<file path="src/rtl/ch_advert_tx.sv">
// Cluster-head advertisement transmitter: serialises type, CH_ID, CH_Hops and CH_QValue onto the TX stream.
// Optional: define CHA_CHECKSUM_EN to append a fifth word holding the XOR of the first four.
module ch_advert_tx #(
  parameter int unsigned           WORD_WIDTH = 16,
  parameter logic [WORD_WIDTH-1:0] PKT_TYPE   = WORD_WIDTH'(16'h0003),
  parameter int unsigned           ADV_PERIOD = 64,
  parameter int unsigned           MAX_ADV    = 4
) (
  input  logic                  clk,
  input  logic                  rst,
  input  logic                  en_CHA,
  input  logic                  HB_reset,
  input  logic [WORD_WIDTH-1:0] my_ID,
  input  logic [WORD_WIDTH-1:0] my_Hops,
  input  logic [WORD_WIDTH-1:0] my_QValue,
  input  logic                  tx_ready,
  output logic                  tx_valid,
  output logic [WORD_WIDTH-1:0] tx_data,
  output logic                  tx_last,
  output logic                  busy,
  output logic [7:0]            adv_count,
  output logic                  adv_done
);

  localparam int unsigned   PW        = $clog2(ADV_PERIOD);
  localparam logic [PW-1:0] PERIOD_M1 = PW'(ADV_PERIOD - 1);
  localparam logic [7:0]    MAX_C     = 8'(MAX_ADV);
`ifdef CHA_CHECKSUM_EN
  localparam logic [2:0]    LAST_IDX  = 3'd4;
`else
  localparam logic [2:0]    LAST_IDX  = 3'd3;
`endif

  typedef enum logic [1:0] {S_IDLE, S_LOAD, S_SEND, S_WAIT} state_t;

  state_t                state_q, state_d;
  logic                  txValid_q, txValid_d;
  logic [WORD_WIDTH-1:0] txData_q, txData_d;
  logic                  txLast_q, txLast_d;
  logic                  busy_q, busy_d;
  logic [7:0]            advCount_q, advCount_d;
  logic                  advDone_q, advDone_d;
  logic [PW-1:0]         periodCnt_q, periodCnt_d;
  logic                  hbPend_q, hbPend_d;
  logic [WORD_WIDTH-1:0] id_q, id_d;
  logic [WORD_WIDTH-1:0] hops_q, hops_d;
  logic [WORD_WIDTH-1:0] qv_q, qv_d;
  logic [2:0]            wordIdx_q, wordIdx_d;

  logic [2:0]            nextIdx;
  logic [WORD_WIDTH-1:0] nextWord;
  logic [WORD_WIDTH-1:0] hopsSat;
  logic [7:0]            newCount;

  assign nextIdx  = wordIdx_q + 3'd1;
  assign newCount = advCount_q + 8'd1;
  assign hopsSat  = (&my_Hops) ? my_Hops : my_Hops + WORD_WIDTH'(1);

  // Next word to present once the current one is accepted; default slot is the checksum
  always_comb begin
    nextWord = PKT_TYPE ^ id_q ^ hops_q ^ qv_q;
    case (nextIdx)
      3'd0:    nextWord = PKT_TYPE;
      3'd1:    nextWord = id_q;
      3'd2:    nextWord = hops_q;
      3'd3:    nextWord = qv_q;
      default: nextWord = PKT_TYPE ^ id_q ^ hops_q ^ qv_q;
    endcase
  end

  always_comb begin
    state_d     = state_q;
    txValid_d   = txValid_q;
    txData_d    = txData_q;
    txLast_d    = txLast_q;
    advCount_d  = advCount_q;
    advDone_d   = 1'b0;
    periodCnt_d = periodCnt_q;
    hbPend_d    = hbPend_q;
    id_d        = id_q;
    hops_d      = hops_q;
    qv_d        = qv_q;
    wordIdx_d   = wordIdx_q;

    case (state_q)
      S_IDLE: begin
        if (!en_CHA) advCount_d = 8'd0;
        if (HB_reset) begin
          advCount_d  = 8'd0;
          periodCnt_d = '0;
        end
        if (en_CHA && (HB_reset || (advCount_q < MAX_C))) state_d = S_LOAD;
      end

      S_LOAD: begin
        if (HB_reset) hbPend_d = 1'b1;
        id_d      = my_ID;
        hops_d    = hopsSat;
        qv_d      = my_QValue;
        txValid_d = 1'b1;
        txData_d  = PKT_TYPE;
        txLast_d  = 1'b0;
        wordIdx_d = 3'd0;
        state_d   = S_SEND;
      end

      S_SEND: begin
        if (HB_reset) hbPend_d = 1'b1;
        if (tx_ready) begin
          if (wordIdx_q == LAST_IDX) begin
            txValid_d = 1'b0;
            txLast_d  = 1'b0;
            hbPend_d  = 1'b0;
            // A heartbeat seen mid-packet restarts the series instead of counting this advert
            if (hbPend_q || HB_reset) begin
              advCount_d = 8'd0;
              state_d    = en_CHA ? S_LOAD : S_IDLE;
            end else if (newCount == MAX_C) begin
              advCount_d = newCount;
              advDone_d  = 1'b1;
              state_d    = S_IDLE;
            end else if (!en_CHA) begin
              advCount_d = 8'd0;
              state_d    = S_IDLE;
            end else begin
              advCount_d  = newCount;
              periodCnt_d = PERIOD_M1;
              state_d     = S_WAIT;
            end
          end else begin
            wordIdx_d = nextIdx;
            txData_d  = nextWord;
            txLast_d  = (nextIdx == LAST_IDX);
          end
        end
      end

      S_WAIT: begin
        if (!en_CHA) begin
          advCount_d = 8'd0;
          state_d    = S_IDLE;
        end else if (HB_reset) begin
          advCount_d  = 8'd0;
          periodCnt_d = '0;
          state_d     = S_LOAD;
        end else if (periodCnt_q == '0) begin
          state_d = S_LOAD;
        end else begin
          periodCnt_d = periodCnt_q - PW'(1);
        end
      end

      default: state_d = S_IDLE;
    endcase

    busy_d = (state_d != S_IDLE);
  end

  always_ff @(posedge clk or posedge rst) begin
    if (rst) begin
      state_q     <= S_IDLE;
      txValid_q   <= 1'b0;
      txData_q    <= '0;
      txLast_q    <= 1'b0;
      busy_q      <= 1'b0;
      advCount_q  <= 8'd0;
      advDone_q   <= 1'b0;
      periodCnt_q <= '0;
      hbPend_q    <= 1'b0;
      id_q        <= '0;
      hops_q      <= '0;
      qv_q        <= '0;
      wordIdx_q   <= 3'd0;
    end else begin
      state_q     <= state_d;
      txValid_q   <= txValid_d;
      txData_q    <= txData_d;
      txLast_q    <= txLast_d;
      busy_q      <= busy_d;
      advCount_q  <= advCount_d;
      advDone_q   <= advDone_d;
      periodCnt_q <= periodCnt_d;
      hbPend_q    <= hbPend_d;
      id_q        <= id_d;
      hops_q      <= hops_d;
      qv_q        <= qv_d;
      wordIdx_q   <= wordIdx_d;
    end
  end

  assign tx_valid  = txValid_q;
  assign tx_data   = txData_q;
  assign tx_last   = txLast_q;
  assign busy      = busy_q;
  assign adv_count = advCount_q;
  assign adv_done  = advDone_q;

endmodule

</file>
<file path="config.mk">
export PLATFORM = sky130hd
export DESIGN_NAME = ch_advert_tx
export DESIGN_NICKNAME = d
export VERILOG_FILES = /design/src/rtl/ch_advert_tx.sv
export SDC_FILE = /design/constraint.sdc
export NUM_CORES = 1
export LEC_CHECK = 0
export BUFFER_PORTS_ARGS = -buffer_cell sky130_fd_sc_hd__buf_2
export CORE_ASPECT_RATIO = 1.4
export CORE_MARGIN = 5
export CORE_UTILIZATION = 57
export CTS_CLUSTER_SIZE = 28
export DETAILED_ROUTE_END_ITERATION = 10
export GPL_TIMING_DRIVEN = 0
export HOLD_SLACK_MARGIN = 0.08
export PLACE_DENSITY = 0.92
export SYNTH_ARGS = -nofsm -noshare
export SYNTH_HDL_FRONTEND = slang
export SYNTH_SLANG_ARGS = --single-unit
</file>
<file path="constraint.sdc">
create_clock -name clk -period 2.66 [get_ports clk]
set_input_delay 0.133 -clock clk [delete_from_list [all_inputs] [get_ports clk]]
set_output_delay 0.133 -clock clk [all_outputs]
set_load 0.05 [all_outputs]
</file>
==> results by group, run 1 <==
Outcome
  • Outcome: finished clean

Yosys
  • Netlist cell types: 57
  • Post-synthesis simple-gate area fraction: 0.141
  • Ys flop type: dfrtp_1
  • Synthesized area: ~0.0049 mm²
  • #FFs+latches synth: between 80 and 90
  • Largest family of logic cells by synthesized area: compound AO/OA/AOI/OAI gates
  • Post-synth EDFFs: 0
  • Synth warn: 0
  • Register area share after synthesis: 0.453
  • Xor and xnor area share after synthesis: 0.0541
  • Async set-reset flop share out of synthesis: 1.00
  • Syn_area_per_cell: around 10 µm²
  • Synth Area in Compound Gates: 0.192
  • Post-Synth Adder-Cell Area: 0.0360
  • Mux cell area share after synthesis: 0.0901
  • Cells after synthesis: 495
  • Syn_nets: 562

Setup path
  • End of the critical path: tx_data[14]$_DFFE_PP0P_
  • Reg2reg end: tx_data[14]$_DFFE_PP0P_
  • CP max stage cell: dfrtp_1
  • Crit path cell chain: ha_1, ha_1, clkbuf_1, o41ai_1, clkbuf_2, nand2_1, o21ai_0, a221oi_1, o21ai_0
  • Setup crit end kind: flip-flop
  • Worst path max stage delay: about 0.46 ns
  • Critical Path Source: wordIdx_q[1]$_DFFE_PP0P_
  • R2r setup slk: roughly 0.15 ns
  • Crit Path Class: reg2reg
  • Crit path DAT: 2.72 ns
  • Required time of the worst setup path: 2.87 ns
  • Critical path peak fanout: 10
  • Critical R2R Launch: wordIdx_q[1]$_DFFE_PP0P_
  • R2R depth: 9
  • Critical Path Start Type: flip-flop

Routing
  • DR vias: between 4,000 and 5,000
  • WL per Instance: around 19 µm
  • Final wirelength: 14,000 µm
  • Routed Antenna Nets: 0
  • DRT Pass-1 Iters: 7
  • DRC: 0
  • DR vias/cell: about 6.4
  • DR iter-0 viols: between 300 and 400

Power
  • VDD IR max: 0.689 mV
  • Internal: 3.89 mW
  • P_sw: 2.98 mW
  • Combinational Power Share: 0.449
  • PD cells: approximately 1100 mW/mm²
  • Clock share of power: 0.191
  • LEAKAGE: between 2 and 3 nW
  • Sw frac: 0.433
  • Sequential power share: 0.360

Die
  • Chip height: 119 µm
  • Initial Util: 0.575
  • Core area: around 0.0085 mm²
  • Full die area: 0.0105 mm²
  • Die width: slightly below 90 µm
  • Rows: 40
  • Ports: 81

Final layout
  • Area taken by multi-input logic gates: about 0.0025 mm²
  • Cell Count, Final, Fillers Out: between 700 and 800
  • FF+latch area: between 0.002 and 0.0025 mm²
  • Nets: 688
  • Layout cells sized above 1: 0.242
  • Synth-to-layout area growth: 25.0%
  • Fillers: around 560
  • ANT cells: 0

Global route
  • Total Routing Usage GR: 0.277
  • Number of global-route vias before repair: approximately 4,700
  • Largest net degree at the start of global routing: 46
  • Overflow after GRT: 0
  • Initial antenna violation count: 0
  • Global-route wire length before repair: 22,600 µm

Clock network
  • CTS tree: done
  • Clk buf depth: 2
  • Clock sink count: 88
  • Clock transition at the registers of the reported paths: about 0.060 ns
  • Total CTS buffers: 9
  • CTS root buffer: clkbuf_16
  • H-tree depth: 3
  • Clk Latency, worst-skew pair: roughly 0.35 ns

Timing
  • Final hold vios: 0
  • Skew final: ~0.0075 ns
  • Final setup fails: 0
  • Final worst slack: roughly 0.15 ns
  • Worst Max-Slew Pin Slew: about 0.70 ns
  • Period Utilization, post-route: 0.942
  • Achievable Freq: ~0.40 GHz
  • RSZ-0062 raised after global routing: no
  • Slew HR: 0.536
  • Tmin final: around 2.5 ns
  • Max-slew violation count: 0

Placed design
  • Routability cong.: ~0.89
  • Port buffer count: 80
  • Setup slack at placement: 0.0183 ns
  • Dpl cells: between 600 and 700
  • Final HPWL DP: 9410 µm

Job
  • Max-cap viol count: 0

Worst hold path
  • Hold depth: 3
  • Hold/Removal Path Class: in2reg
-- cells in the mapped netlist, types with 3 or more instances --
cell,instances,area (µm²)
o32a_1,4,40.0
mux2_2,38,428
o31ai_1,12,90.1
clkbuf_1,20,75.1
nor2b_1,3,18.8
ha_1,14,175
dfrtp_1,88,2200
a21oi_1,21,105
xor2_1,23,201
xnor2_1,7,61.3
a32oi_1,6,52.6
nor3_1,14,70.1
nor2_1,27,101
a22oi_1,8,60.1
nand2b_1,3,18.8
inv_1,15,56.3
o22ai_1,3,18.8
and2_1,4,25.0
and3_1,7,43.8
nand2_1,54,203
a31oi_1,8,50.1
nand3_1,14,70.1
a221oi_1,10,87.6
o21ai_0,49,245
-- metrics by stage --
stage	power (mW)	TNS, ns	hold slack, ns	area (µm²)	util
floorplan	4.54	0	0.270	4860	-
global placement	5.15	-51.18	0.366	5390	0.638
detailed placement	5.37	0	0.218	5420	0.640
CTS	6.73	0	0.123	6070	0.717
global route	7.22	0	0.158	6080	0.718
finish	6.87	0	0.133	6080	0.718
-- power by group through the flow --
stage          clock network [mW]  logic (mW)  registers, mW
6_report                     1.31        3.08           2.48
5_1_grt                      1.38        3.32           2.53
4_1_cts                      1.32        2.98           2.43
3_5_place_dp                    0        2.92           2.45
3_3_place_gp                    0        2.76           2.39
2_1_floorplan                   0        1.86           2.68
-- registers in the layout, indices dropped and copies added, names as in the netlist --
register and count:
hops_q 16, id_q 16, qv_q 16, tx_data 16
adv_count 8, periodCnt_q 6, wordIdx_q 3, state_q 2
adv_done 1, busy 1, hbPend_q 1, tx_last 1
tx_valid 1
-- cell families after synthesis --
group / count (synthesis)
fa+ha+maj: 14
mux: 39
xor+xnor: 30
simple gates: 143
buf+inv: 40
compound gates: 141
flops: 88
-- placed cells by master, fill, tap and decap left out, types with 14 or more instances in the layout --
cell and n:
xor2_1 23, mux2_2 38, inv_1 14, ha_1 14, dfrtp_1 88, dlygate4sd3_1 34
a21oi_1 20, nand2_1 54, nor2_1 26, buf_2 81, clkbuf_1 18, nand3_1 14
o21ai_0 49
-- worst max-delay path: cells and delay by family (launching register included) --
kind	cells	cell delay (ns)
buffers and inverters	2	0.55
AOI/OAI and AO/OA	4	0.68
adders and majority gates	2	0.54
DFF	1	0.46
and+or+nand+nor	1	0.14
-- area by class of cell --
type                       instances  share of cell area
multi-input combinational        367               0.412
sequential                        88               0.362
timing repair buffer             115               0.125
clock buffer                      12              0.0439
tap                              105              0.0216
buffer                            24              0.0179
inverter                          16              0.0103
clock inverter                     3             0.00659
-- worst min path at each step --
stage / start / end / slack (ns)
6_report: my_Hops[3] / hops_q[3]$_DFFE_PP0P_ / 0.13
5_1_grt: my_Hops[5] / hops_q[5]$_DFFE_PP0P_ / 0.16
4_1_cts: my_Hops[3] / hops_q[3]$_DFFE_PP0P_ / 0.12
3_5_place_dp: rst / qv_q[5]$_DFFE_PP0P_ / 0.22
3_3_place_gp: my_ID[5] / id_q[5]$_DFFE_PP0P_ / 0.37
2_1_floorplan: tx_ready / hbPend_q$_DFFE_PP0P_ / 0.27
-- timing repair --
item                                    CTS  global route
setup buffers                             0             0
endpoints found under the hold margin    76             0
endpoints found under the setup margin    2            10
hold buffers                             34             0
resized for setup                         1             6
-- routing by layer --
layer	up-vias	global-route usage	wire [µm]
li1	2077	-	-
met1	2219	0.314	5020
met2	315	0.475	7340
met3	63	0.0616	1050
met4	0	0.146	618
met5	-	0	0
Power figures use the tool's default switching activity.
==> run 2, diff against run 1 <==
--- a/config.mk
+++ b/config.mk
@@ -13,7 +13,7 @@
 export DETAILED_ROUTE_END_ITERATION = 10
 export GPL_TIMING_DRIVEN = 0
 export HOLD_SLACK_MARGIN = 0.08
-export PLACE_DENSITY = 0.92
+export PLACE_DENSITY_LB_ADDON = 0.05
 export SYNTH_ARGS = -nofsm -noshare
 export SYNTH_HDL_FRONTEND = slang
 export SYNTH_SLANG_ARGS = --single-unit
==> results by group, run 2 (synthesized netlist as in run 1, its figures left out) <==
Outcome
  • Outcome: finished clean (unchanged)

Timing
  • Final worst slack: 0.173 ns (was 0.154 ns)
  • Slew HR: 0.501 (was 0.536)
  • Tmin final: 2.49 ns (was 2.51 ns)
  • Final hold slack: 0.112 ns (was 0.133 ns)
  • Max-slew violation count: 0 (unchanged)
  • Achievable Freq: 0.402 GHz (was 0.399 GHz)
  • RSZ-0062 raised after global routing: yes (was no)
  • Period Utilization, post-route: 0.935 (was 0.942)
  • Skew final: 0.00522 ns (was 0.00750 ns)
  • Final setup fails: 0 (unchanged)
  • Final hold vios: 0 (unchanged)
  • Worst Max-Slew Pin Slew: 0.749 ns (was 0.696 ns)

Final layout
  • ANT cells: 0 (unchanged)
  • Final Core Density: 0.716 (was 0.718)
  • Most common cell after layout, fill and taps aside: dfrtp_1 (unchanged)
  • Nets: 686 (was 688)
  • Finished Cell Area: 0.00605 mm² (was 0.00608 mm²)
  • Synth-to-layout area growth: 24.6% (was 25.0%)
  • Commonest non-fill, non-tap cells in the layout: dfrtp_1, buf_2, nand2_1, o21ai_0, mux2_2 (unchanged)
  • Layout cells sized above 1: 0.242 (about the same)

Global route
  • Number of global-route vias before repair: 4,408 (was 4,717)
  • Overflow after GRT: 0 (unchanged)
  • Largest net degree at the start of global routing: 49 (was 46)
  • Total Routing Usage GR: 0.260 (was 0.277)
  • Initial antenna violation count: 0 (unchanged)
  • Global-route wire length before repair: 21,500 µm (was 22,600 µm)

Routing
  • DR vias/cell: 6.09 (was 6.40)
  • DR iter-0 viols: 281 (was 324)
  • WL per Instance: 17.9 µm (was 19.2 µm)
  • Final wirelength: 13,000 µm (was 14,000 µm)
  • DRC: 0 (unchanged)
  • DRT Pass-1 Iters: 5 (was 7)
  • DR vias: 4,436 (was 4,674)
  • Routed Antenna Nets: 0 (unchanged)

Setup path
  • Crit path DAT: 2.76 ns (was 2.72 ns)
  • Critical path peak fanout: 8 (was 10)
  • R2R depth: 8 (was 9)
  • R2r setup slk: 0.17 ns (was 0.15 ns)
  • Reg2reg end: busy$_DFF_PP0_ (was tx_data[14]$_DFFE_PP0P_)
  • Required time of the worst setup path: 2.93 ns (was 2.87 ns)
  • Crit Path Class: reg2reg (unchanged)
  • Critical Path Start Type: flip-flop (unchanged)
  • Critical R2R Launch: state_q[0]$_DFF_PP0_ (was wordIdx_q[1]$_DFFE_PP0P_)
  • Critical Path Source: state_q[0]$_DFF_PP0_ (was wordIdx_q[1]$_DFFE_PP0P_)
  • Setup crit end kind: flip-flop (unchanged)

Worst hold path
  • Hold/Removal Path Class: in2reg (unchanged)
  • Worst Hold End: hbPend_q$_DFFE_PP0P_ (was hops_q[3]$_DFFE_PP0P_)
  • Hold_sp: tx_ready (was my_Hops[3])
  • Hold depth: 2 (was 3)

Clock network
  • Clock transition at the registers of the reported paths: 0.06 ns (about the same)
  • Post-CTS Setup Bufs: 0 (unchanged)
  • CTS root buffer: clkbuf_16 (unchanged)
  • Clk buf depth: 2 (unchanged)
  • Total CTS buffers: 9 (unchanged)
  • H-tree depth: 3 (unchanged)
  • Clk Latency, worst-skew pair: 0.33 ns (was 0.35 ns)
  • CTS tree: done (unchanged)
  • Clock sink count: 88 (unchanged)

Placed design
  • Final HPWL DP: 9220 µm (was 9410 µm)
  • Routability cong.: 0.907 (was 0.891)
  • Port buffer count: 80 (unchanged)
  • Setup slack at placement: -0.0868 ns (was 0.0183 ns)
  • Dpl cell area: 0.00542 mm² (about the same)

Job
  • Max-cap viol count: 0 (unchanged)

Die
  • Core area: 0.00846 mm² (unchanged)
  • Chip height: 119 µm (unchanged)
  • Full die area: 0.0105 mm² (unchanged)
  • Rows: 40 (unchanged)
  • Ports: 81 (unchanged)
  • Initial Util: 0.575 (unchanged)
  • Die width: 88.0 µm (unchanged)

Power
  • PD cells: 1100 mW/mm² (was 1130 mW/mm²)
  • VDD IR max: 0.594 mV (was 0.689 mV)
  • Pwr Total: 6.67 mW (was 6.87 mW)
  • LEAKAGE: 2.67 nW (was 2.69 nW)
-- run 2: cell count changes in the layout (fill, tap and decap cells not counted), sizes merged --
cell / previous run / this run
dlygate4sd3: 34 / 33
clkinvlp: 0 / 1
clkinv: 3 / 2
clkbuf: 32 / 31
buf: 85 / 86
-- run 2: final cells by class --
cell class | count | area, µm²
Multi-Input combinational cell | 367 | 2510
Fill cell | 639 | 2400
Sequential cell | 88 | 2200
Timing Repair Buffer | 114 | 758
Clock buffer | 13 | 240
Tap cell | 105 | 131
Buffer | 23 | 106
Inverter | 16 | 62.6
Clock inverter | 3 | 42.5
-- run 2: worst max path at each step --
stage	end	slack (ns)	depth (start not counted)
4_1_cts	tx_data[11]$_DFFE_PP0P_	0.04	9
6_report	busy$_DFF_PP0_	0.17	8
2_1_floorplan	adv_count[0]$_DFFE_PP0P_	0.25	1
3_5_place_dp	busy$_DFF_PP0_	-0.09	8
5_1_grt	tx_data[11]$_DFFE_PP0P_	-0.02	9
3_3_place_gp	id_q[4]$_DFFE_PP0P_	-0.77	2
-- run 2: worst max-delay path, cell delays in order (launching register included) --
cell	delay, ns
dfrtp_1	0.42
inv_1	0.14
ha_1	0.15
buf_2	0.18
clkinv_1	0.26
nor3_2	0.51
nand2_1	0.22
or4_4	0.45
nand3b_1	0.10
-- run 2: through the flow --
step,setup TNS (ns),std cells
after global routing,-0.0170,729
final,0,729
after floorplan,0,495
after global placement,-67.20,680
after CTS,0,730
after detailed placement,-0.158,681
-- run 2: report_power, final --
part / switching [mW] / total, mW / internal [mW]
Sequential: 0.533 / 2.43 / 1.89
Combinational: 1.82 / 3.02 / 1.20
Clock: 0.496 / 1.22 / 0.728
-- run 2: routing by layer --
metal | vias up | GRT usage | wire (µm)
li1 | 2065 | - | -
met1 | 2177 | 0.316 | 4940
met2 | 176 | 0.458 | 7090
met3 | 18 | 0.0408 | 797
met4 | 0 | 0.0936 | 206
met5 | - | 0 | 0
-- run 2: timing repair --
action                     in CTS  in global routing
hold endpoints to repair       72                  0
setup endpoints to repair       2                 11
gates resized for setup         1                 11
hold buffers                   33                  0
==> run 3, diff against run 2 <==
--- a/config.mk
+++ b/config.mk
@@ -13,7 +13,10 @@
 export DETAILED_ROUTE_END_ITERATION = 10
 export GPL_TIMING_DRIVEN = 0
 export HOLD_SLACK_MARGIN = 0.08
+export MAX_ROUTING_LAYER = met4
 export PLACE_DENSITY_LB_ADDON = 0.05
+export SKIP_CTS_REPAIR_TIMING = 1
+export SLEW_MARGIN = 20
 export SYNTH_ARGS = -nofsm -noshare
 export SYNTH_HDL_FRONTEND = slang
 export SYNTH_SLANG_ARGS = --single-unit
==> results by group, run 3 (synthesized netlist as in run 1, its figures left out) <==
Power
  • Sw frac: 0.421 (was 0.427)
  • P_sw: 2.88 mW (was 2.85 mW)
  • Pwr Total: 6.84 mW (was 6.67 mW)
  • PD cells: 1120 mW/mm² (was 1100 mW/mm²)
  • VDD IR max: 0.645 mV (was 0.594 mV)
  • LEAKAGE: 2.70 nW (was 2.67 nW)
  • Combinational Power Share: 0.440 (was 0.453)
  • Clock share of power: 0.204 (was 0.183)
  • Internal: 3.96 mW (was 3.83 mW)
  • Sequential power share: 0.356 (was 0.364)

Final layout
  • Synth-to-layout area growth: 25.5% (was 24.6%)
  • Layout cells sized above 1: 0.243 (was 0.242)
  • Commonest non-fill, non-tap cells in the layout: dfrtp_1, buf_2, nand2_1, o21ai_0, mux2_2 (unchanged)
  • ANT cells: 0 (unchanged)
  • Finished Cell Area: 0.00610 mm² (was 0.00605 mm²)
  • Most common cell after layout, fill and taps aside: dfrtp_1 (unchanged)
  • Nets: 687 (was 686)

Setup path
  • Critical path peak fanout: 10 (was 8)
  • Setup crit end kind: flip-flop (unchanged)
  • Crit path DAT: 2.66 ns (was 2.76 ns)
  • CP max stage cell: clkbuf_1 (was nor3_2)
  • Required time of the worst setup path: 2.85 ns (was 2.93 ns)
  • Worst path max stage delay: 0.50 ns (was 0.51 ns)
  • Critical Path Start Type: flip-flop (unchanged)
  • Most used cell, CP: clkbuf_1
  • Crit Path Class: reg2reg (unchanged)
  • Crit path cell chain: inv_1, ha_1, clkbuf_1, clkbuf_1, clkbuf_1, a21oi_1 (was inv_1, ha_1, buf_2, clkinv_1, nor3_2, nand2_1, or4_4, nand3b_1)

Routing
  • DR vias: 4,419 (was 4,436)
  • DRT Pass-1 Iters: 5 (unchanged)
  • Routed Antenna Nets: 0 (unchanged)
  • DR vias/cell: 6.05 (was 6.09)
  • Final wirelength: 13,100 µm (was 13,000 µm)
  • WL per Instance: 18.0 µm (was 17.9 µm)
  • DR iter-0 viols: 337 (was 281)
  • DRC: 0 (unchanged)

Global route
  • Largest net degree at the start of global routing: 60 (was 49)
  • Overflow after GRT: 0 (unchanged)
  • Initial antenna violation count: 0 (unchanged)
  • Number of global-route vias before repair: 4,361 (was 4,408)
  • Global-route wire length before repair: 20,800 µm (was 21,500 µm)
  • Total Routing Usage GR: 0.259 (was 0.260)

Die
  • Chip height: 119 µm (unchanged)
  • Full die area: 0.0105 mm² (unchanged)
  • Die width: 88.0 µm (unchanged)
  • Ports: 81 (unchanged)
  • Initial Util: 0.575 (unchanged)
  • Core area: 0.00846 mm² (unchanged)
  • Rows: 40 (unchanged)

Clock network
  • H-tree depth: 3 (unchanged)
  • Total CTS buffers: 9 (unchanged)
  • Clock transition at the registers of the reported paths: 0.06 ns (about the same)
  • CTS root buffer: clkbuf_16 (unchanged)
  • Clock sink count: 88 (unchanged)
  • Clk Latency, worst-skew pair: 0.34 ns (was 0.33 ns)
  • CTS tree: done (unchanged)
  • Clk buf depth: 2 (unchanged)

Timing
  • Slew HR: 0.503 (was 0.501)
  • TNS Setup: 0 ns (unchanged)
  • Period Utilization, post-route: 0.930 (was 0.935)
  • Tmin final: 2.47 ns (was 2.49 ns)
  • Worst Max-Slew Pin Slew: 0.745 ns (was 0.749 ns)
  • RSZ-0062 raised after global routing: no (was yes)
  • Final hold vios: 0 (unchanged)
  • Skew final: 0.00698 ns (was 0.00522 ns)
  • Achievable Freq: 0.404 GHz (was 0.402 GHz)
  • Final hold slack: 0.0971 ns (was 0.112 ns)
  • Max-slew violation count: 0 (unchanged)
  • Final setup fails: 0 (unchanged)

Job
  • Max-cap viol count: 0 (unchanged)

Placed design
  • Final HPWL DP: 9170 µm (was 9220 µm)
  • Port buffer count: 80 (unchanged)
  • Dpl cell area: 0.00542 mm² (unchanged)
  • Routability cong.: 0.927 (was 0.907)

Worst hold path
  • Hold/Removal Path Class: in2reg (unchanged)

Outcome
  • Outcome: finished clean (unchanged)
run 3: cell count changes in the layout (fill, tap and decap cells not counted):
cell	delta
clkinv_2	+1
clkinvlp_4	-1
clkinv_4	+1
nand2_2	-1
clkbuf_8	+2
bufinv_16	+1
clkbuf_1	-2
buf_2	-1
nand2_1	+1
nor3_1	+1
nor3_2	-1
run 3: power by group through the flow:
stage	combinational (mW)	sequential [mW]	clock [mW]
final	3.01	2.44	1.40
after detailed placement	2.93	2.43	0
after CTS	2.95	2.41	1.41
after global placement	2.84	2.40	0
after global routing	3.31	2.50	1.46
after floorplan	1.86	2.68	0
run 3: metrics by stage:
stage / cells / worst slack [ns] / utilization
floorplan: 495 / 0.248 / -
global placement: 680 / -0.787 / 0.638
detailed placement: 681 / -0.0455 / 0.641
CTS: 697 / -0.0387 / 0.680
global route: 730 / 0.00614 / 0.721
finish: 730 / 0.185 / 0.721
run 3: final timing paths:
| path | startpoint | to | slack [ns] | depth (start not counted) |
|---|---|---|---|---|
| setup / recovery | state_q[1]$_DFF_PP0_ | hops_q[11]$_DFFE_PP0P_ | 0.19 | 6 |
| max in group asynchronous | rst | hops_q[6]$_DFFE_PP0P_ | 1.69 | 4 |
| setup reg to reg | state_q[1]$_DFF_PP0_ | hops_q[11]$_DFFE_PP0P_ | 0.19 | 6 |
| hold reg to reg | tx_data[12]$_DFFE_PP0P_ | tx_data[12]$_DFFE_PP0P_ | 0.49 | 2 |
| hold / removal | tx_ready | hbPend_q$_DFFE_PP0P_ | 0.1 | 2 |
| min in group asynchronous | rst | periodCnt_q[3]$_DFFE_PP0P_ | 0.35 | 3 |
run 3: final cells by class:
class	instances	area, µm²
Multi-Input combinational cell	367	2500
Fill cell	650	2360
Sequential cell	88	2200
Timing Repair Buffer	114	758
Clock buffer	11	253
Tap cell	105	131
Buffer	24	109
Clock inverter	5	78.8
Inverter	16	62.6
run 3: layer usage:
layer / GRT usage / wire length (µm)
met5: - / 0
met3: 0.0464 / 758
met2: 0.443 / 6950
met1: 0.302 / 5110
met4: 0.0898 / 325
run 3: worst max-delay path: cells and delay by family (launching register included):
kind	cells	cell delay, ns
buffers and inverters	4	1.49
DFF	1	0.45
adders and majority gates	1	0.21
AOI/OAI and AO/OA	1	0.16
